### src/rtl/mult_acc_stage_pkg.sv
// Shared constants and types for the multiply-accumulate stage.
package mult_pkg;

    localparam int LATENCY = 7;   // multiplier pipeline depth
    localparam int ACC_W   = 24;  // signed accumulator width
    localparam int PROD_W  = 19;  // signed product width
    localparam int LEN_W   = 8;   // products-per-sum field width

    // Saturation limits for the default accumulator width
    localparam logic signed [ACC_W-1:0] ACC_MAX = {1'b0, {(ACC_W-1){1'b1}}};
    localparam logic signed [ACC_W-1:0] ACC_MIN = {1'b1, {(ACC_W-1){1'b0}}};

    typedef enum logic {
        ST_IDLE  = 1'b0,
        ST_ACCUM = 1'b1
    } state_t;

endpackage

### src/rtl/mult_acc_stage_if.sv
// Product input and sum output bundle of the multiply-accumulate stage.
interface mult_acc_stage_if #(
    parameter int ACC_W = mult_pkg::ACC_W
);
    import mult_pkg::*;

    logic                     in_valid;
    logic signed [PROD_W-1:0] result;
    logic [LEN_W-1:0]         len;
    logic                     out_valid;
    logic                     out_ready;
    logic signed [ACC_W-1:0]  out_data;
    logic                     out_ovf;

    // Upstream multiplier plus downstream consumer
    modport master (
        output in_valid, result, len, out_ready,
        input  out_valid, out_data, out_ovf
    );

    // The accumulate stage itself
    modport slave (
        input  in_valid, result, len, out_ready,
        output out_valid, out_data, out_ovf
    );

endinterface

### src/rtl/valid_delay.sv
// Single-bit valid delay line matching the multiplier pipeline depth.
module valid_delay #(
    parameter int DEPTH = 7
) (
    input  logic clk,
    input  logic rst_n,
    input  logic flush,
    input  logic din,
    output logic dout,
    output logic any
);

    logic [DEPTH-1:0] vld_pipe;

    // Shift the launch valid toward the result end; flush drops everything in flight
    always_ff @(posedge clk or negedge rst_n) begin
        if (!rst_n)
            vld_pipe <= '0;
        else if (flush)
            vld_pipe <= '0;
        else
            vld_pipe <= (vld_pipe << 1) | DEPTH'(din);
    end

    assign dout = vld_pipe[DEPTH-1];
    assign any  = |vld_pipe;

endmodule

### src/rtl/mult_acc_stage.sv
// Accumulates len saturating products per sum and queues sums in a 2-deep buffer.
module mult_acc_stage #(
    parameter int LATENCY = mult_pkg::LATENCY,
    parameter int ACC_W   = mult_pkg::ACC_W,
    parameter int OBUF_D  = 2
) (
    input  logic             clk,
    input  logic             rst_n,
    input  logic             clear,
    mult_acc_stage_if.slave  bus,
    output logic             overrun,
    output logic             busy
);
    import mult_pkg::*;

    // Limits follow the instance width so a non-default ACC_W still clamps correctly
    localparam logic signed [ACC_W-1:0] SAT_MAX = {1'b0, {(ACC_W-1){1'b1}}};
    localparam logic signed [ACC_W-1:0] SAT_MIN = {1'b1, {(ACC_W-1){1'b0}}};

    state_t                  state_q, state_d;
    logic signed [ACC_W-1:0] acc_q, acc_d;
    logic [LEN_W-1:0]        cnt_q, cnt_d;
    logic [LEN_W-1:0]        len_q, len_d;
    logic                    ovf_q, ovf_d;
    logic                    pvalid, pipe_busy;
    logic                    done;
    logic signed [ACC_W-1:0] fin_data;
    logic                    fin_ovf;

    logic signed [ACC_W-1:0] prod_ext;
    logic signed [ACC_W:0]   wide;
    logic signed [ACC_W-1:0] sat_sum;
    logic                    sat_ovf;

    // Output buffer
    logic [OBUF_D-1:0][ACC_W-1:0] mem_data;
    logic [OBUF_D-1:0]            mem_ovf;
    logic                         wr_ptr, rd_ptr;
    logic [1:0]                   fill;
    logic                         push, pop, full, push_ok, drop;

    valid_delay #(.DEPTH(LATENCY)) u_valid_delay (
        .clk   (clk),
        .rst_n (rst_n),
        .flush (clear),
        .din   (bus.in_valid),
        .dout  (pvalid),
        .any   (pipe_busy)
    );

    // One guard bit above the accumulator exposes signed overflow
    always_comb begin
        prod_ext = ACC_W'(bus.result);
        wide     = {acc_q[ACC_W-1], acc_q} + (ACC_W+1)'(bus.result);
        sat_ovf  = wide[ACC_W] != wide[ACC_W-1];
        sat_sum  = sat_ovf ? (wide[ACC_W] ? SAT_MIN : SAT_MAX) : wide[ACC_W-1:0];
    end

    // Accumulator datapath; a completing sum is handed out and the accumulator re-zeroed
    always_comb begin
        acc_d    = acc_q;
        cnt_d    = cnt_q;
        len_d    = len_q;
        ovf_d    = ovf_q;
        done     = 1'b0;
        fin_data = '0;
        fin_ovf  = 1'b0;
        if (pvalid) begin
            if (state_q == ST_IDLE) begin
                acc_d = prod_ext;
                cnt_d = LEN_W'(1);
                ovf_d = 1'b0;
                len_d = (bus.len == '0) ? LEN_W'(1) : bus.len;
            end else begin
                acc_d = sat_sum;
                cnt_d = cnt_q + LEN_W'(1);
                ovf_d = ovf_q | sat_ovf;
            end
            if (cnt_d == len_d) begin
                done     = 1'b1;
                fin_data = acc_d;
                fin_ovf  = ovf_d;
                acc_d    = '0;
                cnt_d    = '0;
                ovf_d    = 1'b0;
            end
        end
    end

    // Datapath registers; clear aborts the sum but keeps the latched length
    always_ff @(posedge clk or negedge rst_n) begin
        if (!rst_n) begin
            acc_q <= '0;
            cnt_q <= '0;
            len_q <= '0;
            ovf_q <= 1'b0;
        end else if (clear) begin
            acc_q <= '0;
            cnt_q <= '0;
            ovf_q <= 1'b0;
        end else begin
            acc_q <= acc_d;
            cnt_q <= cnt_d;
            len_q <= len_d;
            ovf_q <= ovf_d;
        end
    end

    // FSM state register
    always_ff @(posedge clk or negedge rst_n) begin
        if (!rst_n)
            state_q <= ST_IDLE;
        else if (clear)
            state_q <= ST_IDLE;
        else
            state_q <= state_d;
    end

    // FSM next state: completion returns to IDLE so the next product starts a fresh sum
    always_comb begin
        state_d = state_q;
        if (done)
            state_d = ST_IDLE;
        else if (pvalid)
            state_d = ST_ACCUM;
    end

    // Buffer control; a pop frees the slot in the same cycle so full+push+pop is lossless
    always_comb begin
        push    = done && !clear;
        pop     = bus.out_valid && bus.out_ready;
        full    = fill == 2'd2;
        push_ok = push && (!full || pop);
        drop    = push && full && !pop;
    end

    // Buffer storage and pointers; clear leaves queued sums untouched
    always_ff @(posedge clk or negedge rst_n) begin
        if (!rst_n) begin
            mem_data <= '0;
            mem_ovf  <= '0;
            wr_ptr   <= 1'b0;
            rd_ptr   <= 1'b0;
            fill     <= '0;
        end else begin
            if (push_ok) begin
                mem_data[wr_ptr] <= fin_data;
                mem_ovf[wr_ptr]  <= fin_ovf;
                wr_ptr           <= ~wr_ptr;
            end
            if (pop)
                rd_ptr <= ~rd_ptr;
            fill <= fill + {1'b0, push_ok} - {1'b0, pop};
        end
    end

    // Sticky record of a dropped sum
    always_ff @(posedge clk or negedge rst_n) begin
        if (!rst_n)
            overrun <= 1'b0;
        else if (clear)
            overrun <= 1'b0;
        else if (drop)
            overrun <= 1'b1;
    end

    // FSM/status outputs
    always_comb begin
        bus.out_valid = fill != 2'd0;
        bus.out_data  = mem_data[rd_ptr];
        bus.out_ovf   = mem_ovf[rd_ptr];
        busy          = (state_q == ST_ACCUM) || pipe_busy;
    end

endmodule
### src/flat_wrapper.sv
// flat-port wrapper written by rule: the top's interface ports become plain ports
module mult_acc_stage_flat import mult_pkg::*;
#(
    parameter int LATENCY = mult_pkg::LATENCY,
    parameter int ACC_W   = mult_pkg::ACC_W,
    parameter int OBUF_D  = 2
)
  (clk, rst_n, clear, overrun, busy, bus_in_valid, bus_result, bus_len, bus_out_ready, bus_out_valid, bus_out_data, bus_out_ovf);
  mult_acc_stage_if #(.ACC_W(ACC_W)) bus_i ();
  input  logic clk;
  input  logic rst_n;
  input  logic clear;
  output logic overrun;
  output logic busy;
  input wire logic [$bits(bus_i.in_valid)-1:0] bus_in_valid;
  input wire logic [$bits(bus_i.result)-1:0] bus_result;
  input wire logic [$bits(bus_i.len)-1:0] bus_len;
  input wire logic [$bits(bus_i.out_ready)-1:0] bus_out_ready;
  output wire logic [$bits(bus_i.out_valid)-1:0] bus_out_valid;
  output wire logic [$bits(bus_i.out_data)-1:0] bus_out_data;
  output wire logic [$bits(bus_i.out_ovf)-1:0] bus_out_ovf;
  assign bus_i.in_valid = bus_in_valid;
  assign bus_i.result = bus_result;
  assign bus_i.len = bus_len;
  assign bus_i.out_ready = bus_out_ready;
  assign bus_out_valid = bus_i.out_valid;
  assign bus_out_data = bus_i.out_data;
  assign bus_out_ovf = bus_i.out_ovf;
  mult_acc_stage #(.LATENCY(LATENCY), .ACC_W(ACC_W), .OBUF_D(OBUF_D)) u_core (.clk(clk), .rst_n(rst_n), .clear(clear), .bus(bus_i), .overrun(overrun), .busy(busy));
endmodule
### config.mk
export PLATFORM = sky130hd
export DESIGN_NAME = mult_acc_stage_flat
export DESIGN_NICKNAME = d
export VERILOG_FILES = /design/src/rtl/mult_acc_stage_pkg.sv /design/src/rtl/mult_acc_stage_if.sv /design/src/rtl/valid_delay.sv /design/src/rtl/mult_acc_stage.sv /design/src/flat_wrapper.sv
export SDC_FILE = /design/constraint.sdc
export NUM_CORES = 1
export LEC_CHECK = 0
export ABC_AREA = 1
export BUFFER_PORTS_ARGS = -buffer_cell sky130_fd_sc_hd__buf_2
export CAP_MARGIN = 40
export CORE_ASPECT_RATIO = 1.5
export CORE_MARGIN = 1.5
export CORE_UTILIZATION = 46
export DETAILED_ROUTE_END_ITERATION = 16
export PLACE_DENSITY = 0.71
export SYNTH_ARGS = -nofsm -noshare
export SYNTH_HDL_FRONTEND = slang
export SYNTH_SLANG_ARGS = --single-unit
### constraint.sdc
create_clock -name clk -period 7.47 [get_ports clk]
set_clock_uncertainty 0.05 [all_clocks]
set_input_delay 1.1205 -clock clk [delete_from_list [all_inputs] [get_ports clk]]
set_output_delay 1.1205 -clock clk [all_outputs]
set_load 0.01 [all_outputs]
==> results by group <==
Die
  • Die area: 16000 sq um
  • Starting Density: 0.468
  • Row count: 55
  • IO Pins: 60
  • Die Y-Extent: 154 um
  • Die width: 104 um
  • Placeable core area: 15000 sq um

Global route
  • All-Layer GR Usage: 0.249
  • Initial antenna violation count: 0
  • Largest net degree at the start of global routing: 67
  • Global route overflow: 0
  • Number of global-route vias before repair: 6658
  • First-pass GRT wire length: 32.1 mm

Timing
  • Final Hold Fails: 0
  • Setup Viol. Count Final: 0
  • Tcrit/Tclk final: 0.521
  • FMAX: 257 MHz
  • Slew headroom: 0.413
  • Slew Limit Fails: 0
  • RSZ-0062 raised after global routing: no
  • Final setup TNS: 0 ns
  • Final min period: 3.89 ns
  • Setup WS post-layout: 3.58 ns
  • Slew @ Worst Pin: 0.881 ns

Drt
  • Detailed-route via count: 6663
  • Iteration-0 DRC Markers: 349
  • Via density per instance: 5.28
  • Routed WL: 19.1 mm
  • Initial DRT Pass Iterations: 5
  • Remaining DRCs: 0
  • ANT nets after route: 0
  • WL per Instance: 15.1 um

Power
  • Power Density: 164 nW/um^2
  • Leakage: 4.36 nW
  • Max VDD drop: 95.6 uV

Clocking
  • Clock sinks: 104
  • Root Buffer: clkbuf_16
  • Clk Latency, worst-skew pair: 0.35 ns
  • H-Tree Depth: 3
  • Hold_buf cts: 0
  • Clock transition at path regs: 0.07 ns
  • CTS buffer count: 9
  • Maximum buffer depth of the clock tree: 2
  • Post-CTS Setup Repair Bufs: 0
  • CTS tree: done
  • # resized after CTS: 0

Setup path
  • Data arrival, critical path: 2.72 ns
  • R2R depth: 15
  • Critical path's slowest cell: clkinv_1
  • Most frequent CP cell: nand2_1
  • Critical path peak fanout: 26
  • Worst Path Required: 6.30 ns
  • CP Cell Sequence: clkinv_1, nand2_1, nand2_1, buf_2
  • CP Launch Type: flip-flop
  • Slowest cell delay on critical path: 0.95 ns
  • CP Class: reg -> out
  • Worst setup EP type: primary output

Cells and area
  • Fin cells: 1262
  • Most frequent cells in the layout: 438 x nand2_1, 103 x dfrtp_1, 98 x inv_1, 86 x nand3_1, 58 x buf_2
  • Layout cell share with drive strength beyond 1: 0.113
  • Utilization after layout: 0.514
  • Final nets: 1118
  • Area delta synth->final: 9.73%
  • Post-route cell area: 7710 sq um
  • Leading cell type in the layout, fill and taps excluded: nand2_1
  • Filler cells: 1562
  • # diodes: 0

Outcome
  • Status: finished clean

Placed design
  • Dpl ws: 3.32 ns
  • Final Wtd Congestion: 1.04
  • Port Buffers: 59
  • Cell area after placement: 7400 sq um
  • Placed Cells: 1246
  • Detailed-placement wirelength estimate: 14.4 mm

Hold path
  • Worst Hold Class: reg -> reg
  • Worst hold path cell count: 2

Synthesis
  • Synth Net Count: 1078
  • Netlist cell types: 42
  • FF+latch count, synth: 104
  • Sequential fraction of the synthesis area: 0.371
  • Mapped cell area: 7020 sq um
  • YS warnings: 0
  • Post-synthesis cell count: 1018
  • Syn Area/Cell: 6.90 sq um

Job
  • MaxCap Viol Count: 0
==> final timing paths <==
kind | slack [ns] | end | start
setup / recovery | 3.58 | bus_out_data[13] | u_core.rd_ptr
hold / removal | 0.42 | u_core.u_valid_delay.vld_pipe[4] | u_core.u_valid_delay.vld_pipe[3]
setup reg to reg | 4.08 | u_core.mem_data[38] | u_core.state_q
hold reg to reg | 0.42 | u_core.u_valid_delay.vld_pipe[4] | u_core.u_valid_delay.vld_pipe[3]
max in group asynchronous | 5.80 | u_core.state_q | rst_n
min in group asynchronous | 0.68 | u_core.mem_data[5] | rst_n
==> power breakdown <==
part,internal [mW],switching (mW)
Clock,0.264,0.229
Combinational,0.0494,0.113
Sequential,0.578,0.0281
==> final cells by class <==
class,count,area (sq um),area share
flip-flops and latches,104,2600,0.338
inverters,104,390,0.0507
repair buffers,64,375,0.0487
clock inverters,7,77.6,0.0101
well taps,199,249,0.0323
multi-input cells,775,3780,0.491
clock buffers,9,225,0.0292
==> critical path: cells and delay by family, from the launching register on <==
kind	cells	cell delay [ns]
buffers and inverters	2	1.10
flip-flops	1	0.92
AND/OR/NAND/NOR	2	0.35
==> cell usage after synthesis (all sizes together) <==
cell type,instances,area share
a21oi,28,0.020
a31oi,1,0.00089
and2,1,0.00089
and3,2,0.0018
buf,22,0.028
clkbuf,13,0.0069
clkinv,2,0.0011
dfrtp,104,0.37
fa,1,0.0029
ha,27,0.048
inv,102,0.055
nand2,443,0.24
nand3,93,0.071
nand3b,1,0.0011
nand4,45,0.042
nor2,52,0.035
nor3,4,0.0029
nor4,1,0.00089
o2111ai,1,0.0012
o211ai,1,0.0011
o21a,2,0.0021
o21ai,34,0.026
o21bai,6,0.0064
o22ai,6,0.0053
or2,9,0.0080
xnor2,11,0.014
xor2,6,0.0075
==> logic make-up after synthesis <==
| group | after synthesis | synth area share |
|---|---|---|
| XOR/XNOR | 17 | 0.0212 |
| buffers and inverters | 139 | 0.0909 |
| AND/OR/NAND/NOR | 651 | 0.403 |
| AO/OA/AOI/OAI | 79 | 0.0634 |
| adder cells (fa/ha/maj) | 28 | 0.0510 |
| flip-flops | 104 | 0.371 |
==> metrics by stage <==
stage	total power, mW	hold WS [ns]
after floorplan	0.719	0.396
after global placement	0.777	0.412
after detailed placement	0.781	0.415
after CTS	1.27	0.432
after global routing	1.32	0.446
final	1.26	0.424
==> state kept, by name, indices dropped and copies added, names as in the netlist <==
name / flops
u_core.mem_data: 48
u_core.acc_q: 24
u_core.cnt_q: 8
u_core.len_q: 8
u_core.u_valid_delay.vld_pipe: 7
u_core.fill: 2
u_core.mem_ovf: 2
u_core.overrun: 1
u_core.ovf_q: 1
u_core.rd_ptr: 1
u_core.state_q: 1
u_core.wr_ptr: 1
==> routing by layer <==
metal,vias to the layer above,global-route usage,routed length [um]
li1,3337,-,-
met5,-,0,0
met2,167,0.444,9790
met1,3108,0.301,7980
met3,51,0.0253,598
met4,0,0.120,733
No activity file was read; power rests on OpenSTA's default activity.
